### src/rtl/uart_pkg.sv
// -----------------------------------------------------------------------------
// uart_pkg
// Shared types and helpers for the oversampling UART receiver.
//   rxState_t : receiver state encoding (3 bits)
//   uart_div  : clocks per sample tick, integer division of the clock rate by
//               (baud rate * oversample factor)
// -----------------------------------------------------------------------------
package uart_pkg;

    typedef enum logic [2:0] {
        IDLE   = 3'd0,
        START  = 3'd1,
        DATA   = 3'd2,
        PARITY = 3'd3,
        STOP   = 3'd4,
        BREAK  = 3'd5
    } rxState_t;

    function automatic int uart_div(input int clockRate, input int baudRate, input int oversample);
        return clockRate / (baudRate * oversample);
    endfunction

endpackage

### src/rtl/uart_sample_tick.sv
// -----------------------------------------------------------------------------
// uart_sample_tick
// Free-running divide-by-DIV counter that produces a one-clock sample tick.
// A synchronous restart zeroes the count so that the first tick after a
// restart arrives exactly DIV clocks later.
//
// Ports
//   clk     in  : system clock, rising edge
//   rstN    in  : asynchronous active-low reset
//   restart in  : synchronous restart of the divider
//   tick    out : one-clock pulse every DIV clocks (suppressed on restart)
// -----------------------------------------------------------------------------
module uart_sample_tick #(
    parameter int DIV = 1
) (
    input  logic clk,
    input  logic rstN,
    input  logic restart,
    output logic tick
);

    localparam int CW = (DIV > 1) ? $clog2(DIV) : 1;
    localparam logic [CW-1:0] LAST = CW'(DIV - 1);

    logic [CW-1:0] r_cnt;

    always_ff @(posedge clk or negedge rstN) begin
        if (!rstN) begin
            r_cnt <= '0;
        end else if (restart || (r_cnt == LAST)) begin
            r_cnt <= '0;
        end else begin
            r_cnt <= r_cnt + CW'(1);
        end
    end

    assign tick = (r_cnt == LAST) && !restart;

endmodule

### src/rtl/uart_rx_framed.sv
// -----------------------------------------------------------------------------
// uart_rx_framed
// Oversampling UART receiver with majority-voted bits, 5..9 data bits,
// optional parity and 1 or 2 stop bits. Received words are offered on a
// valid/ready handshake together with frame-error and parity-error flags;
// a word that completes while the previous one is still held is dropped and
// reported with a one-clock overrun pulse.
//
// Build option
//   UART_RX_PARITY_EN : when defined, each frame carries one parity bit
//                       (even when PARITY_ODD=0, odd when PARITY_ODD=1) and
//                       parityErr reports mismatches. When undefined the
//                       frame has no parity bit and parityErr is tied to 0.
//
// Ports
//   clk       in  : system clock, rising edge
//   rstN      in  : asynchronous active-low reset
//   rx        in  : serial line, asynchronous, idle high
//   rxData    out : received word, stable while rxValid=1
//   rxValid   out : word available
//   rxReady   in  : consumer accepts the word when rxValid && rxReady
//   frameErr  out : a stop bit of this word sampled 0 (qualified by rxValid)
//   parityErr out : parity mismatch on this word (qualified by rxValid)
//   overrun   out : one-clock pulse when a word is dropped
// -----------------------------------------------------------------------------
module uart_rx_framed
    import uart_pkg::*;
#(
    parameter int CLOCK_RATE = 16_000_000,
    parameter int BAUD_RATE  = 1_000_000,
    parameter int OVERSAMPLE = 16,
    parameter int DATA_BITS  = 8,
    parameter int STOP_BITS  = 1,
    parameter int PARITY_ODD = 0
) (
    input  logic                 clk,
    input  logic                 rstN,
    input  logic                 rx,
    output logic [DATA_BITS-1:0] rxData,
    output logic                 rxValid,
    input  logic                 rxReady,
    output logic                 frameErr,
    output logic                 parityErr,
    output logic                 overrun
);

    localparam int DIV = uart_div(CLOCK_RATE, BAUD_RATE, OVERSAMPLE);
    localparam int SCW = $clog2(OVERSAMPLE);
    localparam int BCW = $clog2(DATA_BITS + 1);

    // Sample indices inside one bit: the vote uses three samples centred on
    // the middle of the bit; the third one is also the decision point.
    localparam logic [SCW-1:0] S_VOTE0 = SCW'(OVERSAMPLE / 2 - 1);
    localparam logic [SCW-1:0] S_VOTE1 = SCW'(OVERSAMPLE / 2);
    localparam logic [SCW-1:0] S_MID   = SCW'(OVERSAMPLE / 2 + 1);
    localparam logic [SCW-1:0] S_LAST  = SCW'(OVERSAMPLE - 1);
    localparam logic [BCW-1:0] B_LAST  = BCW'(DATA_BITS);
    localparam logic           STOP_LAST = 1'(STOP_BITS - 1);

    // -------------------------------------------------------------------------
    // Parameter sanity checks, evaluated at elaboration.
    // -------------------------------------------------------------------------
    generate
        if (DIV < 1) begin : g_bad_div
            $error("uart_rx_framed: CLOCK_RATE must be at least BAUD_RATE*OVERSAMPLE");
        end
        if ((OVERSAMPLE < 8) || ((OVERSAMPLE % 2) != 0)) begin : g_bad_os
            $error("uart_rx_framed: OVERSAMPLE must be even and at least 8");
        end
        if ((DATA_BITS < 5) || (DATA_BITS > 9)) begin : g_bad_db
            $error("uart_rx_framed: DATA_BITS must be 5..9");
        end
        if ((STOP_BITS != 1) && (STOP_BITS != 2)) begin : g_bad_sb
            $error("uart_rx_framed: STOP_BITS must be 1 or 2");
        end
        if ((PARITY_ODD != 0) && (PARITY_ODD != 1)) begin : g_bad_par
            $error("uart_rx_framed: PARITY_ODD must be 0 or 1");
        end
    endgenerate

    // -------------------------------------------------------------------------
    // Line synchroniser. Flops reset to the idle level so that reset release
    // never looks like a start edge.
    // -------------------------------------------------------------------------
    logic r_sync1;
    logic r_sync2;
    logic w_rxs;

    always_ff @(posedge clk or negedge rstN) begin
        if (!rstN) begin
            r_sync1 <= 1'b1;
            r_sync2 <= 1'b1;
        end else begin
            r_sync1 <= rx;
            r_sync2 <= r_sync1;
        end
    end

    assign w_rxs = r_sync2;

    // -------------------------------------------------------------------------
    // Sample tick
    // -------------------------------------------------------------------------
    logic w_tick;
    logic w_restart;

    uart_sample_tick #(
        .DIV (DIV)
    ) u_tick (
        .clk     (clk),
        .rstN    (rstN),
        .restart (w_restart),
        .tick    (w_tick)
    );

    // -------------------------------------------------------------------------
    // Receiver state and datapath registers
    // -------------------------------------------------------------------------
    rxState_t              r_state;
    rxState_t              w_state_next;
    logic [SCW-1:0]        r_sample_cnt;
    logic [BCW-1:0]        r_bit_cnt;
    logic                  r_stop_cnt;
    logic                  r_vote0;
    logic                  r_vote1;
    logic [DATA_BITS-1:0]  r_shift;
    logic                  r_ferr;

    logic                  r_rx_valid;
    logic [DATA_BITS-1:0]  r_rx_data;
    logic                  r_frame_err;
    logic                  r_overrun;

    logic w_vote;
    logic w_at_mid;
    logic w_at_end;
    logic w_in_frame;
    logic w_shift_en;
    logic w_stop_mid;
    logic w_stop_adv;
    logic w_commit;
    logic w_ferr_final;

    // Majority of the two stored samples and the live sample at mid.
    assign w_vote   = (r_vote0 & r_vote1) | (r_vote0 & w_rxs) | (r_vote1 & w_rxs);
    assign w_at_mid = w_tick && (r_sample_cnt == S_MID);
    assign w_at_end = w_tick && (r_sample_cnt == S_LAST);

    assign w_in_frame = (r_state == START) || (r_state == DATA) ||
                        (r_state == PARITY) || (r_state == STOP);

    // The committed frame-error flag includes the vote of the last stop bit,
    // which is being decided in the commit cycle itself.
    assign w_ferr_final = r_ferr | ~w_vote;

`ifdef UART_RX_PARITY_EN
    logic w_par_chk;
    logic w_par_exp;
    logic r_perr;
    logic r_parity_err;

    // Even parity: the parity bit equals the XOR of the data bits.
    assign w_par_exp = (^r_shift) ^ PARITY_ODD[0];
`endif

    // -------------------------------------------------------------------------
    // FSM: state register
    // -------------------------------------------------------------------------
    always_ff @(posedge clk or negedge rstN) begin
        if (!rstN) begin
            r_state <= IDLE;
        end else begin
            r_state <= w_state_next;
        end
    end

    // -------------------------------------------------------------------------
    // FSM: next state and control strobes
    // -------------------------------------------------------------------------
    always_comb begin
        w_state_next = r_state;
        w_restart    = 1'b0;
        w_shift_en   = 1'b0;
        w_stop_mid   = 1'b0;
        w_stop_adv   = 1'b0;
        w_commit     = 1'b0;
`ifdef UART_RX_PARITY_EN
        w_par_chk    = 1'b0;
`endif
        case (r_state)
            IDLE: begin
                if (!w_rxs) begin
                    w_state_next = START;
                    w_restart    = 1'b1;
                end
            end
            START: begin
                // A start bit that votes high was only a glitch.
                if (w_at_mid && w_vote) begin
                    w_state_next = IDLE;
                end else if (w_at_end) begin
                    w_state_next = DATA;
                end
            end
            DATA: begin
                if (w_at_mid) begin
                    w_shift_en = 1'b1;
                end
                // The bit counter is bumped at mid, so it already reads
                // DATA_BITS by the end of the final data bit.
                if (w_at_end && (r_bit_cnt == B_LAST)) begin
`ifdef UART_RX_PARITY_EN
                    w_state_next = PARITY;
`else
                    w_state_next = STOP;
`endif
                end
            end
`ifdef UART_RX_PARITY_EN
            PARITY: begin
                if (w_at_mid) begin
                    w_par_chk = 1'b1;
                end
                if (w_at_end) begin
                    w_state_next = STOP;
                end
            end
`endif
            STOP: begin
                if (w_at_mid) begin
                    w_stop_mid = 1'b1;
                    // Leaving at mid of the last stop bit gives half a bit
                    // of slack before the next start edge.
                    if (r_stop_cnt == STOP_LAST) begin
                        w_commit     = 1'b1;
                        w_state_next = w_ferr_final ? BREAK : IDLE;
                    end
                end
                if (w_at_end) begin
                    w_stop_adv = 1'b1;
                end
            end
            BREAK: begin
                // Wait for the line to return high so a held-low line does
                // not produce a stream of zero words.
                if (w_rxs) begin
                    w_state_next = IDLE;
                end
            end
            default: begin
                w_state_next = IDLE;
            end
        endcase
    end

    // -------------------------------------------------------------------------
    // Sampling, shifting and error accumulation
    // -------------------------------------------------------------------------
    always_ff @(posedge clk or negedge rstN) begin
        if (!rstN) begin
            r_sample_cnt <= '0;
            r_bit_cnt    <= '0;
            r_stop_cnt   <= 1'b0;
            r_vote0      <= 1'b0;
            r_vote1      <= 1'b0;
            r_shift      <= '0;
            r_ferr       <= 1'b0;
        end else begin
            if (w_restart) begin
                r_sample_cnt <= '0;
                r_bit_cnt    <= '0;
                r_stop_cnt   <= 1'b0;
                r_ferr       <= 1'b0;
            end else begin
                if (w_tick && w_in_frame) begin
                    r_sample_cnt <= (r_sample_cnt == S_LAST) ? '0 : (r_sample_cnt + SCW'(1));
                    if (r_sample_cnt == S_VOTE0) begin
                        r_vote0 <= w_rxs;
                    end
                    if (r_sample_cnt == S_VOTE1) begin
                        r_vote1 <= w_rxs;
                    end
                end
                if (w_shift_en) begin
                    // LSB arrives first: shift in from the top.
                    r_shift   <= {w_vote, r_shift[DATA_BITS-1:1]};
                    r_bit_cnt <= r_bit_cnt + BCW'(1);
                end
                if (w_stop_mid) begin
                    r_ferr <= w_ferr_final;
                end
                if (w_stop_adv) begin
                    r_stop_cnt <= 1'b1;
                end
            end
        end
    end

`ifdef UART_RX_PARITY_EN
    always_ff @(posedge clk or negedge rstN) begin
        if (!rstN) begin
            r_perr <= 1'b0;
        end else if (w_restart) begin
            r_perr <= 1'b0;
        end else if (w_par_chk) begin
            r_perr <= (w_vote != w_par_exp);
        end
    end
`endif

    // -------------------------------------------------------------------------
    // Output word register and handshake
    // -------------------------------------------------------------------------
    always_ff @(posedge clk or negedge rstN) begin
        if (!rstN) begin
            r_rx_valid   <= 1'b0;
            r_rx_data    <= '0;
            r_frame_err  <= 1'b0;
            r_overrun    <= 1'b0;
`ifdef UART_RX_PARITY_EN
            r_parity_err <= 1'b0;
`endif
        end else begin
            r_overrun <= 1'b0;
            if (w_commit) begin
                // A word being accepted in this very cycle frees the slot.
                if (!r_rx_valid || rxReady) begin
                    r_rx_valid   <= 1'b1;
                    r_rx_data    <= r_shift;
                    r_frame_err  <= w_ferr_final;
`ifdef UART_RX_PARITY_EN
                    r_parity_err <= r_perr;
`endif
                end else begin
                    r_overrun <= 1'b1;
                end
            end else if (r_rx_valid && rxReady) begin
                r_rx_valid <= 1'b0;
            end
        end
    end

    assign rxValid  = r_rx_valid;
    assign rxData   = r_rx_data;
    assign frameErr = r_frame_err;
    assign overrun  = r_overrun;
`ifdef UART_RX_PARITY_EN
    assign parityErr = r_parity_err;
`else
    assign parityErr = 1'b0;
`endif

endmodule
### config.mk
export PLATFORM = sky130hd
export DESIGN_NAME = uart_rx_framed
export DESIGN_NICKNAME = d
export VERILOG_FILES = /design/src/rtl/uart_pkg.sv /design/src/rtl/uart_sample_tick.sv /design/src/rtl/uart_rx_framed.sv
export SDC_FILE = /design/constraint.sdc
export NUM_CORES = 1
export LEC_CHECK = 0
export CAP_MARGIN = 20
export CORE_UTILIZATION = 43
export DETAILED_ROUTE_END_ITERATION = 12
export SLEW_MARGIN = 15
export SYNTH_ARGS = -nofsm -noshare
export SYNTH_HDL_FRONTEND = slang
export SYNTH_HIERARCHICAL = 1
export SYNTH_SLANG_ARGS = --single-unit
export TNS_END_PERCENT = 50
### constraint.sdc
create_clock -name clk -period 3.8 [get_ports clk]
set_input_delay 0.38 -clock clk [delete_from_list [all_inputs] [get_ports clk]]
set_output_delay 0.38 -clock clk [all_outputs]
set_load 0.1 [all_outputs]
==> impl_results.md, run 1 <==
* Outcome: finished clean
* Area Overhead vs Synth at 15.4%
* Startpoint Class: flip-flop
* Inserted Clock Buffers at 5
* CTS Root Cell: clkbuf_8
* Clock Sinks at 37
* Top-area cell type share of the netlist area at 51.3%
* CP required at 3.98 ns
* Critical Path AT at 2.95 ns
* Layout cells sized above 1 at 23.7%
* Setup TNS at 0 ns
* Compound-gate portion of the synthesized area at 7.04%
* Synth Register Bits at 37
* Crit. Startpoint: r_state[0]
* Pin count of the biggest net entering global routing at 38
* IO Count at 16
* Post-synthesis mux area share at 14.4%
* Cell Pwr Density at 473 nW/um^2
* Fillers at 351
* DR DRC count at 0
* DP Worst Slack at 1.05 ns
* Grt ovf at 0
* Routed wire per std cell at 13.5 um
* Row Count at 22
* Fin crit period at 2.78 ns
* Cell area after synthesis at 1710 um^2
* Cells after synthesis at 138
* Worst Max-Slew Pin Slew at 0.968 ns
* Starting DRT DRC Count at 43
* DRT antenna net count at 0
* Reg area at 928 um^2
* Max-cap violations at 0
* Die height at 65 um
* Crit-path max FO at 9
* Setup CP Type: flip-flop to flip-flop
* First-pass GRT wire length at 5060 um
* Slew HR at 35.3%
* Antenna diode count at 0
* Synth Area in Adders at 4.25%
* Initial antenna violation count at 0
* Post-CTS Hold Fix Bufs at 0
* Worst-path clk slew at 0.07 ns
* Min-delay worst type: primary input to async pin
* Die width at 65 um
* Final worst path period share at 73.1%
* Post-DP HPWL at 1940 um
* Post-synth top area cell: dfrtp_1
* Number of port buffers at 14
* Htree depth at 2
* Fmax at 0.360 GHz
* Vias at 1053
* Ys Warns at 6
* RD Place Congestion at 0.848
* Nets at 164
* Initial Util at 45.6%
* Setup-failing EPs final at 0
* CTS tree: built
* Hold slack at 0.167 ns
* Hold violation total from the final report at 0
* Vias in the first global route at 1090
* Post-synthesis cell type count at 38
* Syn Nets at 147
* Leading post-synthesis cells by cell area: dfrtp_1, mux2_2, ha_1
* Post-CTS setup buffers at 0
* CTS max path bufs at 2
* Fin. max-slew vios at 0
* Avg Inst Size Synth at 12.4 um^2
* Main combinational cell family by area after synthesis: simple AND/OR/NAND/NOR gates
* Simple logic cell fraction of the synthesized area at 14.7%
* R2r startpoint: r_state[0]
* Core Region at 3740 um^2
* Sequential share of the synthesized area at 54.4%
* Avg Vias per Cell at 5.16
* Skew-Pair Late Insertion Delay at 0.29 ns
* Worst Slack Setup Final at 1.02 ns
* Asr flop ratio synth at 100%
* Overall global routing resource usage at 16.4%
* EDFF count, synth at 0
* Clock Skews at 0.00449 ns
* Synth Area in XOR/XNOR at 1.03%
* Leak at 0.000987 uW
* Area taken by multi-input logic gates at 714 um^2
* RSZ-0062 raised after global routing: false
* VDD IR-drop max at 0.295 mV
* CTS-repair resized insts at 0
* Crit end category: flip-flop
* DRT Pass-1 Iters at 4
* Die ar. at 4230 um^2
* Ys flop type: dfrtp_1
* WL final at 2760 um
sequential cells by signal (all words and copies together) (netlist names), 3 cells and up:
signal and count:
r_sample_cnt 4, r_bit_cnt 4, r_shift 8, r_state 3, rxData 8
final timing paths:
kind                                         to  cells past startpoint  slack (ns)
worst min-delay path                 r_state[1]                      1        0.17
worst max-delay path                  rxData[6]                      8        1.02
min in group clk                        r_sync2                      0        0.36
worst max register to register        rxData[6]                      8        1.02
worst min register to register          r_sync2                      0        0.36
max in group asynchronous       r_sample_cnt[0]                      1        3.14
area by class of cell:
class	count	share of cell area [%]
multi-input cells	90	36.3
repair buffers	14	6.86
clock inverters	1	0.445
flip-flops and latches	37	47.1
inverters	7	1.33
well taps	48	3.05
clock buffers	7	4.89
metrics by stage:
step	std cells	util, %	cell area, um^2	total power (uW)
floorplan	138	-	1710	588
global placement	196	49.8	1860	629
detailed placement	196	49.8	1860	634
CTS	204	52.6	1970	943
global route	204	52.6	1970	989
finish	204	52.6	1970	932
worst max-delay path, stage by stage, from the launching register on:
cell,delay (ns)
dfrtp_1,0.50
nor2_1,0.17
nand2_1,0.21
inv_1,0.16
nor2_1,0.23
and4b_1,0.44
nand3b_4,0.13
nor2b_2,0.43
mux2_2,0.40
Yosys cell counts (3+ instances only):
master	instances
a21oi_1	3
dfrtp_1	35
ha_1	5
inv_1	7
mux2_2	19
nand2_1	11
nand2b_1	3
nor2_1	12
o21ai_0	3
logic make-up (layout without fill, tap and decap cells):
family	Yosys count	after routing
adder cells (fa/ha/maj)	6	6
other	2	2
buffers and inverters	11	29
AND/OR/NAND/NOR	42	42
AO/OA/AOI/OAI	16	16
multiplexers	22	22
flip-flops	37	37
XOR/XNOR	2	2
routing by layer:
layer | GRT usage [%] | vias to the layer above | part of all wire [%]
li1 | - | 505 | -
met3 | 6.69 | 4 | 5.0
met4 | 6.39 | 0 | 1.3
met2 | 23.8 | 23 | 48
met1 | 21.6 | 521 | 46
met5 | 0 | - | 0
placed cells by master, fill, tap and decap left out, types with 2 or more instances in the layout:
master           instances
conb_1                   2
dfstp_2                  2
o21ai_0                  3
nor2_1                  12
and3_1                   2
xor2_1                   2
a22o_1                   2
inv_1                    7
nand4_1                  2
clkbuf_8                 7
mux2i_1                  2
a21oi_1                  3
clkdlybuf4s50_1         13
nand3b_1                 2
nand2_1                 11
mux2_2                  19
ha_1                     5
dfrtp_1                 35
nand4b_1                 2
nand2b_1                 3
where the power goes:
group          internal [uW]  switching (uW)  total (uW)
clock network            167             137         304
registers                430            46.5         476
logic                   67.3            85.1         152
total                    664             268         932
Note: power is estimated with default switching activity, not from simulation.
==> inputs of run 2 (changes only) <==
==> constraint.sdc (replaced) <==
create_clock -name clk -period 2.6 [get_ports clk]
set_input_delay 0.26 -clock clk [delete_from_list [all_inputs] [get_ports clk]]
set_output_delay 0.26 -clock clk [all_outputs]
set_load 0.1 [all_outputs]
==> impl_results.md, run 2 (same netlist as run 1, synthesis figures left out) <==
* Worst Reg-to-Reg Cells at 9
* Inserted Clock Buffers at 5
* Cell Pwr Density at 658 nW/um^2
* Crit path top cell by count: nor2_1
* Core Region at 3740 um^2
* Nets at 168
* Hold violation total from the final report at 0
* Grt ovf at 0
* Skew-Pair Late Insertion Delay at 0.28 ns
* Clock Sinks at 37
* Sequential share of power at 53.8%
* CP required at 2.77 ns
* Critical Path AT at 2.53 ns
* Final Util at 52.4%
* Vias at 1034
* Startpoint Class: flip-flop
* First-pass GRT wire length at 4790 um
* Fin crit period at 2.36 ns
* CTS tree: built
* Layout cells sized above 1 at 31.4%
* Vias in the first global route at 1039
* Commonest non-fill, non-tap cell in the layout: dfrtp_1
* Die width at 65 um
* Initial Util at 45.6%
* Starting DRT DRC Count at 82
* Final worst path period share at 90.9%
* Setup slack, reg-to-reg at 0.24 ns
* Clock Skews at 0.00569 ns
* Initial antenna violation count at 0
* WL final at 2790 um
* Post-CTS setup buffers at 0
* Setup CP Type: flip-flop to flip-flop
* CTS max path bufs at 2
* Number of port buffers at 14
* Outcome: finished clean
* Slowest-stage cell, CP: dfrtp_1
* Max-cap violations at 0
* NetSw at 374 uW
* Sw frac at 29.0%
* Worst-path clk slew at 0.07 ns
* Min-delay worst type: primary input to async pin
* P_int at 916 uW
* Htree depth at 2
* Setup-failing EPs final at 0
* CTS-repair resized insts at 0
* Row Count at 22
* RSZ-0062 raised after global routing: false
* Worst Path Buf+Inv at 2
* Post-DP HPWL at 1980 um
* Most frequent cells in the layout: dfrtp_1, mux2_2, buf_4, nor2_1, nand2_1
* Pin count of the biggest net entering global routing at 38
* Fmax at 0.423 GHz
* Crit end category: flip-flop
* Routed wire per std cell at 13.5 um
* Die height at 65 um
* DR DRC count at 0
* Antenna diode count at 0
* Fin. max-slew vios at 0
* Top Family by Delay on Critical Path: simple AND/OR/NAND/NOR gates
* Post-CTS Hold Fix Bufs at 0
* CTS Root Cell: clkbuf_8
* Crit-path cells: nor2_1 > nand2_1 > inv_1 > nor2_1 > and4b_1 > nand3b_4 > nor2b_2 > buf_12 > mux2_2
* Clk pwr share at 28.6%
* Gate power share at 17.7%
* Avg Vias per Cell at 5.00
* Slew HR at 47.0%
* DRT antenna net count at 0
* IO Count at 16
* RD Place Congestion at 0.830
* WP depth at 9
* Overall global routing resource usage at 15.3%
* Die ar. at 4230 um^2
* Setup TNS at 0 ns
* Hold slack at 0.0630 ns
* VDD IR-drop max at 0.295 mV
* Crit-path max FO at 9
* DRT Pass-1 Iters at 4
* Area Overhead vs Synth at 14.9%
* Leak at 0.00102 uW
* Worst Max-Slew Pin Slew at 0.796 ns
* Slowest stage delay, CP at 0.52 ns
## run 2: layout make-up
class,instances,area (um^2)
repair buffers,18,150
clock buffers,6,72.6
inverters,7,26.3
well taps,48,60.1
multi-input cells,90,714
fillers,349,1780
clock inverters,1,8.76
flip-flops and latches,37,928
## run 2: worst paths after layout
path	start	endpoint
max	r_state[0]	rxData[0]
min	rstN	overrun
max reg2reg	r_state[0]	rxData[0]
min reg2reg	r_sync1	r_sync2
max in group asynchronous	rstN	rxData[4]
min in group clk	r_sync1	r_sync2
## run 2: worst reg2reg max path: stages, from the launching register on
cell and delay (ns):
dfrtp_1 0.52, nor2_1 0.17, nand2_1 0.10, inv_1 0.05, nor2_1 0.18, and4b_1 0.43
nand3b_4 0.13, nor2b_2 0.18, buf_12 0.15, mux2_2 0.34
## run 2: through the flow
stage | instance area, um^2 | total power [uW] | setup slack, ns | cells
floorplan | 1710 | 860 | 0.476 | 138
global placement | 1880 | 923 | 0.350 | 200
detailed placement | 1880 | 934 | 0.231 | 200
CTS | 1960 | 1310 | 0.213 | 207
global route | 1960 | 1370 | 0.0978 | 207
finish | 1960 | 1290 | 0.236 | 207
## run 2: routing by layer
| layer | global-route usage, % | part of all wire [%] |
|---|---|---|
| met1 | 19.5 | 49 |
| met2 | 24.0 | 47 |
| met3 | 5.81 | 2.8 |
| met4 | 4.17 | 0.68 |
| met5 | 0 | 0 |
## run 2: power groups by stage
stage | logic (uW) | clock network [uW] | registers [uW]
3_5_place_dp | 231 | 0 | 703
5_1_grt | 259 | 410 | 703
2_1_floorplan | 173 | 0 | 687
6_report | 228 | 368 | 693
4_1_cts | 232 | 388 | 693
3_3_place_gp | 224 | 0 | 699
==> inputs of run 3 (changes only) <==
--- a/config.mk
+++ b/config.mk
@@ -6,8 +6,11 @@
 export NUM_CORES = 1
 export LEC_CHECK = 0
 export CAP_MARGIN = 20
-export CORE_UTILIZATION = 43
+export CELL_PAD_IN_SITES_DETAIL_PLACEMENT = 0
+export CELL_PAD_IN_SITES_GLOBAL_PLACEMENT = 2
+export CORE_UTILIZATION = 38
 export DETAILED_ROUTE_END_ITERATION = 12
+export PLACE_DENSITY_LB_ADDON = 0.1
 export SLEW_MARGIN = 15
 export SYNTH_ARGS = -nofsm -noshare
 export SYNTH_HDL_FRONTEND = slang
==> impl_results.md, run 3 (same netlist as run 1, synthesis figures left out) <==
* Most frequent cells in the layout: dfrtp_1, mux2_2, buf_4, nor2_1, nand2_1
* Row Count at 24
* Final worst path period share at 90.4%
* Fillers at 416
* IO Count at 16
* Post-CTS Hold Fix Bufs at 0
* Outcome: finished clean
* First-pass GRT wire length at 5510 um
* CTS Root Cell: clkbuf_8
* Setup CP Type: flip-flop to flip-flop
* CP required at 2.77 ns
* Worst Max-Slew Pin Slew at 0.829 ns
* Leak at 0.00103 uW
* Pin count of the biggest net entering global routing at 38
* Initial antenna violation count at 0
* Final Util at 45.7%
* DR DRC count at 0
* Post-DP HPWL at 2160 um
* Grt ovf at 0
* Slew HR at 44.7%
* Setup TNS at 0 ns
* Layout cells sized above 1 at 32.9%
* Crit end category: flip-flop
* Clock Sinks at 37
* Critical Path AT at 2.52 ns
* Starting DRT DRC Count at 62
* Max-cap violations at 0
* DRT Pass-1 Iters at 6
* Fin. max-slew vios at 0
* WL final at 3130 um
* CTS max path bufs at 2
* Fmax at 0.425 GHz
* VDD IR-drop max at 0.339 mV
* Nets at 169
* Cell Pwr Density at 686 nW/um^2
* Startpoint Class: flip-flop
* Skew-Pair Late Insertion Delay at 0.29 ns
* RD Place Congestion at 0.773
* Final Power at 1350 uW
* Overall global routing resource usage at 14.8%
* Worst-path clk slew at 0.08 ns
* Hold violation total from the final report at 0
* CTS tree: built
* RSZ-0062 raised after global routing: false
* Crit-path max FO at 9
* Met3 Use GR at 4.39%
* DRT antenna net count at 0
* Inserted Clock Buffers at 5
* Met2 Use GR at 21.0%
* Die ar. at 4760 um^2
* Avg Vias per Cell at 5.03
* Commonest non-fill, non-tap cell in the layout: dfrtp_1
* Post-CTS setup buffers at 0
* Post-Layout Cell Count at 213
* Met1 GRT Util at 21.7%
* Clock Skews at 0.0108 ns
* Vias in the first global route at 1090
* CTS-repair resized insts at 0
* Core Region at 4320 um^2
* Die width at 69.0 um
* Setup-failing EPs final at 0
* Vias at 1072
* Die height at 69.0 um
* Placed Cells at 205
* Initial Util at 39.5%
* Htree depth at 2
* Min-delay worst type: primary input to async pin
* Most Crowded Layer GR: met1
* Antenna diode count at 0
* Area Overhead vs Synth at 15.8%
* Number of port buffers at 14
* Routed wire per std cell at 14.7 um
* Fin crit period at 2.35 ns
run 3: final timing paths:
path                            startpoint  slack [ns]              end  depth (start not counted)
worst max-delay path            r_state[2]        0.25        rxData[6]                          9
worst min-delay path                  rstN        0.08       r_stop_cnt                          1
worst max register to register  r_state[2]        0.25        rxData[6]                          9
worst min register to register     r_sync1        0.36          r_sync2                          0
max in group asynchronous             rstN        2.01  r_sample_cnt[1]                          1
min in group clk                   r_sync1        0.36          r_sync2                          0
run 3: per-stage QoR:
step	setup slack (ns)	hold WS, ns	instance area [um^2]
CTS	0.238	0.101	1980
global placement	0.387	0.353	1880
finish	0.250	0.0761	1980
detailed placement	0.258	0.353	1880
floorplan	0.476	-0.0356	1710
global route	0.0386	0.138	1980
run 3: area by class of cell:
class	instances	area, um^2	area share, %
timing repair buffer	19	145	7.35
clock buffer	6	82.6	4.18
tap	52	65.1	3.29
clock inverter	2	13.8	0.697
inverter	7	26.3	1.33
multi-input combinational	90	714	36.2
sequential	37	928	47.0
run 3: critical path, stage by stage (launching register included):
cell	delay, ns
dfrtp_1	0.45
nor2_1	0.14
nand2_1	0.10
inv_1	0.11
nor2_1	0.19
and4b_1	0.45
nand3b_4	0.14
nor2b_2	0.12
buf_4	0.18
mux2_2	0.35
run 3: power by group:
group / leakage (uW) / switching, uW / internal, uW
sequential: 0.000495 / 58.1 / 628
combinational: 0.000484 / 139 / 108
clock: 0.0000512 / 207 / 215
run 3: routing by layer:
| metal | vias up | wire length, um |
|---|---|---|
| met1 | 532 | 1630 |
| met3 | 4 | 113 |
| met5 | - | 0 |
| met2 | 19 | 1360 |
| met4 | 0 | 30 |
| li1 | 517 | - |
==> variant 1: new RTL, flow settings as in run 3 <==
`CLOCK_RATE`: 16_000_000 -> 64_000_000.
--- a/src/rtl/uart_rx_framed.sv
+++ b/src/rtl/uart_rx_framed.sv
@@ -28,3 +28,3 @@
 #(
-    parameter int CLOCK_RATE = 16_000_000,
+    parameter int CLOCK_RATE = 64_000_000,
     parameter int BAUD_RATE  = 1_000_000,
Formal check against the unedited RTL: same outputs for any inputs over 10 cycles, from zero or initial values and one cycle with rstN low; that may be too few to reach the edited logic, so the function may still have changed.
==> variant 1 against run 3 <==
- wire length is 4.0% lower
- area after synthesis grew 3.2%
- sequential cell count is 1 higher
- worst setup slack worse by 0.041 ns
- fmax shrank 1.7%
- power shrank 4.3%
- core utilization increased by 0.088 points
- cell area is 2.3% higher
- largest cell class unchanged
==> variant 1: results <==
{
  "synth_nets": 151,
  "post_cts_resized": 0,
  "worstPathArrival_ns": 2.56,
  "first_global_vias": 1097,
  "h-tree-depth": 2,
  "clock_latency_ns": 0.29,
  "synth_top_area_share_pct": 51.17,
  "viasPerCell": 5.033,
  "reg2reg_depth": 8,
  "synthDistinctLibCells": 41,
  "p_seq_share_pct": 53.1,
  "status": "finished clean",
  "hpwl_um": 2165,
  "slowest_stage": "dfrtp_1",
  "slowest_delay_ns": 0.51,
  "track_usage_pct": 14.32,
  "pwr-share-clk_pct": 31.9,
  "nFillCells": 412,
  "syn_area_per_cell_um2": 12.49,
  "criticalPathCategory": "reg -> reg",
  "routed_wl_um": 3007,
  "max-slew-margin-rel_pct": 44.39,
  "dr.first_iter.drc_count": 75,
  "reg2reg_slack_ns": 0.21,
  "r2r-start": "r_state[0]",
  "antennaDiodeCount": 0,
  "fmax_mhz": 418.2,
  "grt_pass1_wl_um": 5361,
  "layout.nets": 172,
  "grt_max_degree": 39,
  "skew_ns": 0.008933,
  "rr_endpoint": "rxData[5]",
  "drtPass1Iterations": 4,
  "ys_top_cells_by_area": "dfrtp_1 (51%), mux2_2 (12%), ha_1 (4.3%)",
  "internal-power_mw": 0.9426,
  "p_leak_nw": 1.036,
  "place_congestion": 0.7585,
  "antenna_found_initial": 0,
  "yosys-top-cells-count": "dfrtp_1 (36), mux2_2 (19), nand2_1 (11), nor2_1 (11), inv_1 (7)",
  "synth-seq-area-share_pct": 54.16,
  "ir_drop_mv": 0.3950,
  "final_layout_size_suffix_gt1_share_pct": 32.52,
  "p_sw_share_pct": 27.27
}
## variant 1: area by class of cell
| class | count | share of cell area (%) |
|---|---|---|
| flip-flops and latches | 38 | 47.18 |
| multi-input cells | 92 | 36.78 |
| repair buffers | 18 | 6.811 |
| clock buffers | 6 | 4.087 |
| well taps | 52 | 3.220 |
| inverters | 7 | 1.300 |
| clock inverters | 2 | 0.6192 |
## variant 1: worst max path at each step
| stage | end | slack [ns] | cells past startpoint |
|---|---|---|---|
| floorplan | frameErr | 0.42 | 10 |
| global placement | rxData[4] | 0.27 | 8 |
| detailed placement | rxData[7] | 0.21 | 8 |
| CTS | rxData[7] | 0.19 | 8 |
| global route | rxData[5] | 0.02 | 8 |
| finish | rxData[5] | 0.21 | 8 |
## variant 1: metrics by stage
stage | cell area, µm² | instances | util, % | hold slack (ns) | setup WS [ns]
final | 2021 | 215 | 45.78 | 0.06572 | 0.2089
after global routing | 2021 | 215 | 45.78 | 0.1393 | 0.02128
after CTS | 2021 | 215 | 45.78 | 0.09631 | 0.1860
after detailed placement | 1926 | 207 | 43.62 | 0.3496 | 0.2051
after global placement | 1926 | 207 | 43.62 | 0.3478 | 0.2710
after floorplan | 1760 | 141 | - | -0.03559 | 0.4174
## variant 1: cells by family after synthesis
logic type / after synthesis / synth area share [%]
buffers and inverters: 11 / 3.625
AOI/OAI and AO/OA: 16 / 6.823
muxes: 22 / 13.93
and+or+nand+nor: 44 / 15.42
other: 1 / 0.2130
adders and majority gates: 7 / 4.833
DFF: 38 / 54.16
xor gates and xnor gates: 2 / 0.9952
## variant 1: routing by layer
layer  track usage [%]  up-vias  share of wire [%]
li1                  -      529                  -
met1             18.69      534                 50
met2             22.12       14                 45
met3             4.762        5                2.9
met4             5.333        0                1.6
met5                 0        -                  0
==> variant 2: new RTL, flow settings as in run 3 <==
Made on the original files. Put one more register stage on the output `overrun`, with the module's reset. The value now appears one clock later. The other outputs are not delayed to match.
--- a/src/rtl/uart_rx_framed.sv
+++ b/src/rtl/uart_rx_framed.sv
@@ -345,3 +345,9 @@
     assign frameErr = r_frame_err;
-    assign overrun  = r_overrun;
+    always_ff @(posedge clk or negedge rstN) begin
+        if (!rstN) begin
+            overrun <= '0;
+        end else begin
+            overrun <= r_overrun;
+        end
+    end
 `ifdef UART_RX_PARITY_EN
Function: same outputs for any inputs over 10 cycles, from zero or initial values and one cycle with rstN low; that may be too few to reach the edited logic, so the function may still have changed.
==> variant 2 against run 3 <==
- area after synthesis grew 2.8%
- largest power group unchanged
- worst setup slack better by 0.0072 ns
- highest routed layer unchanged
- sequential power increased by 1%
- sequential cell count up 1
- wire length rose by 4.7%
- core utilization about the same
- cell area up 1.5%
- non-clock buffer count decreased by 1
- power rose by 0.82%
- die area grew 2.7%
==> variant 2: results <==
{
  "status": "finished clean",
  "worst_hold_slack_ns": 0.06719,
  "wl_met1_um": 1524,
  "yosys-top-cells-count": "dfrtp_1 (36), mux2_2 (12), nor2_1 (11)",
  "grt_use_met1_pct": 18.93,
  "biggestCellCategory": "flip-flops and latches",
  "first_global_vias": 1127,
  "grt_pass1_wl_um": 5464,
  "pwr-share-clk_pct": 30.4,
  "viasPerCell": 5.161,
  "seq_area_um2": 953.4,
  "power_frac_comb_pct": 18.8,
  "inv_count": 10,
  "multi_input_area_um2": 715.7,
  "nFillCells": 422,
  "slowest_delay_ns": 0.47,
  "met2_usage_pct": 23.40,
  "routed_wl_um": 3281,
  "grt_max_degree": 39,
  "n_clock_buffer": 6,
  "p_leak_nw": 0.9897,
  "multi_input_cells": 92,
  "wl_met2_um": 1581,
  "met3_length_um": 125,
  "worstPathArrival_ns": 2.51,
  "cts.sinks": 38,
  "antenna_found_initial": 0,
  "startpoint": "r_state[1]",
  "met3_usage_pct": 4.329,
  "hpwl_um": 2349,
  "place_congestion": 0.8320,
  "ys_top_cells_by_area": "dfrtp_1 (51%), mux2_2 (7.7%), mux2_4 (6.0%)",
  "tightest_slew_ns": 0.8354,
  "antennaDiodeCount": 0,
  "drtPass1Iterations": 4,
  "ir_drop_mv": 0.3193,
  "area_share_nonclk_buffers_pct": 6.866,
  "final_layout_size_suffix_gt1_share_pct": 28.31,
  "place_area_mm2": 0.001909,
  "clock_area_share_pct": 4.744,
  "internal-power_mw": 0.9572,
  "clkTransAtPathRegs_ns": 0.08,
  "r2r-start": "r_state[1]",
  "track_usage_pct": 14.76,
  "synth-seq-area-share_pct": 54.35,
  "root_buffer": "clkbuf_8",
  "skew_ns": 0.006322,
  "port_buffers": 14,
  "synth_nets": 155,
  "n_all_buffers": 18,
  "layout.nets": 174,
  "dr.first_iter.drc_count": 42,
  "cp_max_fo": 10,
  "utilization_pct": 45.72,
  "synthDistinctLibCells": 38,
  "die_w_um": 69.95
}
variant 2: stage by stage:
| step | worst slack [ns] | std cells | power [mW] |
|---|---|---|---|
| finish | 0.2569 | 218 | 1.365 |
| global route | 0.1146 | 218 | 1.459 |
| CTS | 0.2576 | 218 | 1.389 |
| detailed placement | 0.2781 | 210 | 0.9609 |
| global placement | 0.3421 | 210 | 0.9600 |
| floorplan | 0.3686 | 146 | 0.8860 |
variant 2: path summary, 6_finish.rpt:
check | cells past startpoint | to
setup / recovery | 8 | rxData[7]
hold / removal | 1 | r_sample_cnt[3]
setup reg to reg | 8 | rxData[7]
hold reg to reg | 0 | overrun
max in group asynchronous | 1 | rxData[7]
min in group clk | 0 | overrun
variant 2: logic make-up after synthesis:
logic type | after synthesis | share of synthesized area (%)
xor+xnor | 3 | 1.498
simple gates | 44 | 13.91
flops | 38 | 54.35
compound gates | 16 | 5.992
other cells | 2 | 0.4281
fa+ha+maj | 6 | 4.137
buf+inv | 16 | 4.850
mux | 21 | 14.84
